## config.mk

```make
export PLATFORM = sky130hd
export DESIGN_NAME = operand_extend_stage
export DESIGN_NICKNAME = d
export VERILOG_FILES = /design/src/rtl/operand_extend_stage_pkg.sv /design/src/rtl/operand_extend_stage_unit.sv /design/src/rtl/operand_extend_stage.sv
export SDC_FILE = /design/constraint.sdc
export NUM_CORES = 1
export LEC_CHECK = 0
export CAP_MARGIN = 10
export CORE_MARGIN = 5
export CORE_UTILIZATION = 41
export CTS_BUF_LIST = sky130_fd_sc_hd__clkbuf_8
export DETAILED_ROUTE_END_ITERATION = 8
export GPL_TIMING_DRIVEN = 0
export PLACE_DENSITY = 0.8
export SYNTH_ARGS = -nofsm -noshare
export SYNTH_HDL_FRONTEND = slang
export SYNTH_SLANG_ARGS = --single-unit
export TNS_END_PERCENT = 30
```

## constraint.sdc

```tcl
create_clock -name clk -period 2.5 [get_ports clk]
set_input_delay 0.5 -clock clk [delete_from_list [all_inputs] [get_ports clk]]
set_output_delay 0.5 -clock clk [all_outputs]
set_load 0.02 [all_outputs]
```

## src/rtl/operand_extend_stage_pkg.sv

```systemverilog
// Shared constants for the operand-extension stage: access modes, operand
// type encoding and default geometry.
package operand_extend_stage_pkg;

   // Register access modes carried in the top two bits of a register operand
   typedef enum logic [1:0] {
      MODE_DIRECT   = 2'b00,
      MODE_INDIRECT = 2'b01,
      MODE_POSTINC  = 2'b10,
      MODE_PREDEC   = 2'b11
   } mode_e;

   // Per-operand type bit as delivered by decode
   typedef enum logic {
      OPTYPE_IMM = 1'b0,
      OPTYPE_REG = 1'b1
   } optype_e;

   localparam int DEF_NUM_OPS  = 3;
   localparam int DEF_OP_W     = 8;
   localparam int DEF_DATA_W   = 16;
   localparam int DEF_NUM_REGS = 64;

endpackage

```

## src/rtl/operand_extend_stage_unit.sv

```systemverilog
// Combinational single-operand extender: register operands split into
// mode + zero-extended index with a range check, immediates sign-extend.
module operand_extend_unit
   import operand_extend_stage_pkg::*;
#(
   parameter int OP_W     = DEF_OP_W,
   parameter int DATA_W   = DEF_DATA_W,
   parameter int NUM_REGS = DEF_NUM_REGS
) (
   input  logic [OP_W-1:0]   op,
   input  logic              isreg,
   output logic [DATA_W-1:0] ext,
   output logic [1:0]        mode,
   output logic              regerr
);

   localparam int IDX_W = OP_W - 2;
   // One extra bit so NUM_REGS == 2**IDX_W is representable
   localparam logic [IDX_W:0] NUM_REGS_V = NUM_REGS[IDX_W:0];

   logic [IDX_W-1:0] idx;
   assign idx = op[IDX_W-1:0];

   // Select register split or immediate sign extension
   always_comb begin
      ext    = '0;
      mode   = MODE_DIRECT;
      regerr = 1'b0;
      if (isreg == OPTYPE_REG) begin
         ext    = DATA_W'(idx);
         mode   = op[OP_W-1 -: 2];
         regerr = ({1'b0, idx} >= NUM_REGS_V);
      end else begin
         ext    = DATA_W'($signed(op));
      end
   end

endmodule

```

## src/rtl/operand_extend_stage.sv

```systemverilog
// Operand-extension stage: NUM_OPS parallel extenders feeding a 2-entry
// valid/ready buffer. in_ready depends only on the fill count, so there
// is no combinational path from out_ready back to decode.
module operand_extend_stage
   import operand_extend_stage_pkg::*;
#(
   parameter int NUM_OPS  = DEF_NUM_OPS,
   parameter int OP_W     = DEF_OP_W,
   parameter int DATA_W   = DEF_DATA_W,
   parameter int NUM_REGS = DEF_NUM_REGS
) (
   input  logic                      clk,
   input  logic                      rst_n,
   input  logic                      in_valid,
   output logic                      in_ready,
   input  logic [NUM_OPS-1:0]        in_optype,
   input  logic [NUM_OPS*OP_W-1:0]   in_ops,
   output logic                      out_valid,
   input  logic                      out_ready,
   output logic [NUM_OPS*DATA_W-1:0] out_ops,
   output logic [NUM_OPS*2-1:0]      out_mode,
   output logic [NUM_OPS-1:0]        out_isreg,
   output logic [NUM_OPS-1:0]        out_regerr,
   output logic [1:0]                occupancy
);

   logic [NUM_OPS*DATA_W-1:0] ext_ops;
   logic [NUM_OPS*2-1:0]      ext_mode;
   logic [NUM_OPS-1:0]        ext_regerr;

   genvar gi;
   generate
      for (gi = 0; gi < NUM_OPS; gi++) begin : g_ext
         operand_extend_unit #(
            .OP_W     (OP_W),
            .DATA_W   (DATA_W),
            .NUM_REGS (NUM_REGS)
         ) u_ext (
            .op     (in_ops[gi*OP_W +: OP_W]),
            .isreg  (in_optype[gi]),
            .ext    (ext_ops[gi*DATA_W +: DATA_W]),
            .mode   (ext_mode[gi*2 +: 2]),
            .regerr (ext_regerr[gi])
         );
      end
   endgenerate

   logic [NUM_OPS*DATA_W-1:0] ops_mem    [2];
   logic [NUM_OPS*2-1:0]      mode_mem   [2];
   logic [NUM_OPS-1:0]        isreg_mem  [2];
   logic [NUM_OPS-1:0]        regerr_mem [2];

   logic       wr_ptr_reg, wr_ptr_next;
   logic       rd_ptr_reg, rd_ptr_next;
   logic [1:0] count_reg, count_next;
   logic       push, pop;

   assign in_ready  = (count_reg != 2'd2);
   assign out_valid = (count_reg != 2'd0);
   assign push      = in_valid && in_ready;
   assign pop       = out_valid && out_ready;

   assign out_ops    = ops_mem[rd_ptr_reg];
   assign out_mode   = mode_mem[rd_ptr_reg];
   assign out_isreg  = isreg_mem[rd_ptr_reg];
   assign out_regerr = regerr_mem[rd_ptr_reg];
   assign occupancy  = count_reg;

   // Next pointer/count values; simultaneous push and pop keep the count
   always_comb begin
      wr_ptr_next = wr_ptr_reg;
      rd_ptr_next = rd_ptr_reg;
      count_next  = count_reg;
      if (push) wr_ptr_next = ~wr_ptr_reg;
      if (pop)  rd_ptr_next = ~rd_ptr_reg;
      case ({push, pop})
         2'b10:   count_next = count_reg + 2'd1;
         2'b01:   count_next = count_reg - 2'd1;
         default: count_next = count_reg;
      endcase
   end

   // Pointer and count registers
   always_ff @(posedge clk or negedge rst_n) begin
      if (!rst_n) begin
         wr_ptr_reg <= 1'b0;
         rd_ptr_reg <= 1'b0;
         count_reg  <= 2'd0;
      end else begin
         wr_ptr_reg <= wr_ptr_next;
         rd_ptr_reg <= rd_ptr_next;
         count_reg  <= count_next;
      end
   end

   // Entry storage: written only on push, so idle inputs never reach it
   always_ff @(posedge clk or negedge rst_n) begin
      if (!rst_n) begin
         for (int e = 0; e < 2; e++) begin
            ops_mem[e]    <= '0;
            mode_mem[e]   <= '0;
            isreg_mem[e]  <= '0;
            regerr_mem[e] <= '0;
         end
      end else if (push) begin
         ops_mem[wr_ptr_reg]    <= ext_ops;
         mode_mem[wr_ptr_reg]   <= ext_mode;
         isreg_mem[wr_ptr_reg]  <= in_optype;
         regerr_mem[wr_ptr_reg] <= ext_regerr;
      end
   end

endmodule

```

Word-level counts from Yosys, hierarchy flattened
Cells that the tools add are included.
Word-level totals
  input port bits: 31
  register bits after elaboration: 124
  output and inout port bits: 64
  word-level logic and storage cells: 58
Cells by class
  muxes and demuxes: 28
  equal/unequal tests: 3
  add/sub/neg operators: 2
  $lt $le $gt $ge: 3
  bitwise operators: 6
  reduce and logical (&&, ||, !) cells: 5
Operator list (count)
  $mux W48: 4
  $bwmux W96: 1
  $demux W48 S1: 1
  $mux W16: 3
  $mux W6: 4
  $mux W3: 7
  $bwmux W12: 1
  $and A6 B6 Y6: 1
  $bwmux W6: 1
  $demux W6 S1: 1
  $mux W2: 3
  $not A6 Y6: 1
  $ge A2 B2 Y1 const B: 2
  $not A1 Y2: 2
  $pmux W2 S2: 1
  $reduce_bool A2 Y1: 2
  $demux W3 S1: 1
  $logic_and A1 B1 Y1: 3
  $add A2 B1 Y2 const B: 1
  $eq A2 B1 Y1 const B: 1
  $eq A2 B2 Y1 const B: 1
  $lt A2 B1 Y1 const B: 1
  $ne A2 B2 Y1 const B: 1
  $not A1 Y1: 2
  $sub A2 B1 Y2 const B: 1

Depth between registers and ports, before layout
  word-level depth: 7
  mapped depth: 6

Cells and area by module
Synthesis repeated with hierarchy kept, for this count alone.
Unflattened totals
  cells, all modules: 398
  area total of the unflattened synthesis: 6419.9 µm²
Modules (own cells, without submodules)
  operand_extend_stage: cells each 338, sequential area each 3103.0 µm², times used 1, area each 5995.8 µm²
  operand_extend_unit: cells each 20, sequential area each 0.0 µm², times used 3, area each 141.4 µm²

Worst setup path before layout
Ideal clock, no wire load.
  kind: register to output
  start: register rd_ptr_reg
  end: output port out_ops[24]
  cell stages (with the launch flop): 5
  setup slack: 649 ps
  data arrival time: 1351 ps
  data required time: 2000 ps
  path through: dfrtp_1 buf_2 buf_2 mux2_2 buf_4
On the way
  word-level cells in the longest chain between the ends: 4
Ends and longest elaborated chain
  start: declaration: line operand_extend_stage.sv:54  | logic rd_ptr_reg, rd_ptr_next;
  start signal: assignment: line operand_extend_stage.sv:91  | rd_ptr_reg <= rd_ptr_next;
  $not A1 Y2 (not written as such): line operand_extend_stage.sv:63  | assign out_ops = ops_mem[rd_ptr_reg];
  $mux W48 (not written as such) (3 in a row): line operand_extend_stage.sv:63
  end: declaration: line operand_extend_stage.sv:20  | output logic [NUM_OPS*DATA_W-1:0] out_ops,
Every way passes these cells. The select of a mux whose other input is x is not followed.

Final worst setup path
  start: register rd_ptr_reg
  end: output port out_ops[22]
The elaborated chain is that of the path after synthesis.

==> results.txt <==
post-detail-place hpwl - 5.67 mm
hold-fix buffers at CTS - 0
ys async rst share - 100%
Util after Layout - 56.4%
most used cell, CP - buf_6
commonest cells in the netlist - 76 x dfrtp_1, 54 x mux2_4, 48 x mux2_2, 24 x buf_4, 12 x nor2b_1
H-tree depth - 3
CP max stage delay - 530 ps
core area - 0.00915 sq mm
final WL - 7.93 mm
min Tclk post-route - 2410 ps
count leader, synth - dfrtp_1
CP max-delay cell - clkdlybuf4s50_1
max reg flops - 48
Critical Path RT - 2000 ps
Area contributors post-synth - dfrtp_1 50%, mux2_4 21%, mux2_2 14%, buf_4 4.7%, buf_12 2.1%
FF-to-FF Start - occupancy[1]
global route overflow - 0
Yosys cell types - 19
top flop regs - ops_mem x48, mode_mem x12
CP arrival - 1910 ps
area delta synth->final - 35.6%
cell taking the most area after synthesis - dfrtp_1
Setup Buffers After CTS - 0
crit path buf inv count - 3
WL per Instance - 17.0 um
Final Hold Violating Endpoints - 0
GP Congestion - 0.700
CTS clk-pin slew, worst paths - 80 ps
Clock Sinks - 76
P per Cell Area - 1520 mW/mm^2
Worst R2R Setup Slack - 860 ps
# setup viols final - 0
post-synth net total - 277
vias per cell - 4.81
Clk Latency, worst-skew pair - 340 ps
initial antenna violation count - 0
crit path cell chain - buf_6 > buf_6 > mux2_2 > clkdlybuf4s50_1
Die Height - 106 um
Final period util - 96.3%
GRT Util Overall - 14.3%
Biggest register - ops_mem
Peak VDD IR - 0.733 mV
nets@finish - 383
LEAKAGE - 2.57 nW
CP Launch Type - register
Max Freq - 415 MHz
row cnt - 35
max-slew violations - 0
port bufs - 94
root buf cell - clkbuf_8
share of Yosys cell area claimed by the top area cell type - 50.0%
layout cells sized above 1 - 46.8%
largest net degree at the start of global routing - 59
Mean Syn Cell Area - 15.5 sq um
crit end category - output pin
Antenna Nets Post-Route - 0
status - finished clean
Diodes inserted - 0
hold crit path type - primary input to asynchronous set/reset pin
Die ar. - 0.0113 sq mm
max cap viols - 0
vias in the first global route - 2,515
cells after synthesis - 245
Reg2Reg Depth - 6
setup_tns - 0 ps
r2r endpoint - occupancy[1]
Syn Std Cell Area - 0.00380 sq mm
Worst-Margin Slew - 300 ps
Seq/Total Area, Yosys - 50.0%
RSZ-0062 raised after global routing - false
Setup Skew - 10.7 ps
first-pass GRT wire length - 12.7 mm
synthesized flop and latch total - 76
Crit. Startpoint - rd_ptr_reg
via count - 2,242
max_slew headroom - 80.0%
DRT Pass-1 Iters - 4
Initial DRC Count - 41
delay-heaviest family, CP - buffers and inverters
Die Span X - 106 um
CP Class - register to output pin
number of enable flip-flop cells after synthesis - 0
I/O pin count - 95
CP Max Fanout - 10
synthesis warning total - 0
most common flop cell mapped by yosys - dfrtp_1
CTS Buf Count - 9
Initial Util - 41.6%
# DRC - 0
clock tree buffer depth - 2
CTS tree - built
[timing repair]
item / CTS / global route
setup endpoints to repair: 53 / 34
pin swaps: 0 / 0
gates resized for setup: 40 / 15
[area by class of cell]
cell class	count	area (sq um)
plain buffers	36	358
clock buffers	10	138
clock inverters	5	108
fillers	761	3990
multi-input cells	133	1570
flip-flops and latches	76	1900
well taps	111	139
repair buffers	95	942
[cells by family (layout without fill, tap and decap cells)]
family / Yosys count / after routing / synth area share (%)
buf+inv: 36 / 146 / 8.75
flops: 76 / 76 / 50.0
simple gates: 25 / 25 / 4.24
xor+xnor: 5 / 5 / 1.15
fa+ha+maj: 1 / 1 / 0.329
mux: 102 / 102 / 35.5
[worst reg2reg max path: stages (launching register included)]
cell     delay (ps)
dfrtp_1         450
or2_2           330
and2_1          200
ha_1            220
xnor2_1         150
nor2_1           60
xor2_1          130
[power by group]
group	total, mW	internal (mW)	switching (mW)
Clock	1.14	0.692	0.449
Combinational	4.60	2.62	1.98
Sequential	2.11	1.79	0.314
Total	7.85	5.10	2.75
[per-layer routing]
metal / global-route usage (%) / up-vias / routed length (um)
li1: - / 1025 / -
met1: 18.4 / 1142 / 3580
met2: 23.1 / 66 / 3790
met3: 4.37 / 9 / 460
met4: 4.90 / 0 / 99
met5: 0 / - / 0
[placed cells by master, fill, tap and decap left out]
cell type,synthesis,routed
buf_12,4,4
xnor2_1,3,3
clkbuf_8,0,10
ha_1,1,1
mux2_2,48,47
xor2_1,2,2
or2_2,1,1
nor2b_1,12,12
nand2b_4,1,1
buf_4,24,34
nand2_1,1,1
and3b_1,1,1
dlygate4sd2_1,0,25
and2_1,7,7
inv_6,0,2
bufinv_16,0,3
clkdlybuf4s50_1,0,47
buf_16,0,1
nor2_1,1,1
dlymetal6s2s_1,0,12
buf_6,2,6
dfrtp_1,76,76
mux2_4,54,55
buf_8,2,2
and3_1,1,1
[per-stage QoR]
stage          area, sq um  total power [mW]  setup WS, ps  std cells  hold WS (ps)
2_1_floorplan         3800              5.21           649        245           204
6_report              5160              7.85          92.3        466          40.6
4_1_cts               5120              7.98         -14.0        466          25.9
3_3_place_gp          4880              6.89         -1720        450           471
5_1_grt               5160              8.29          10.1        466          32.3
3_5_place_dp          4910              7.00         -79.9        451           399
[how the worst max path moves through the flow]
stage / end / slack, ps / cells after the start
detailed placement: out_ops[29] / -80 / 5
finish: out_ops[22] / 90 / 4
global placement: ops_mem[80] / -1720 / 1
floorplan: out_ops[24] / 650 / 4
global route: out_ops[45] / 10 / 5
CTS: out_regerr[1] / -10 / 4
Power figures use the tool's default switching activity.
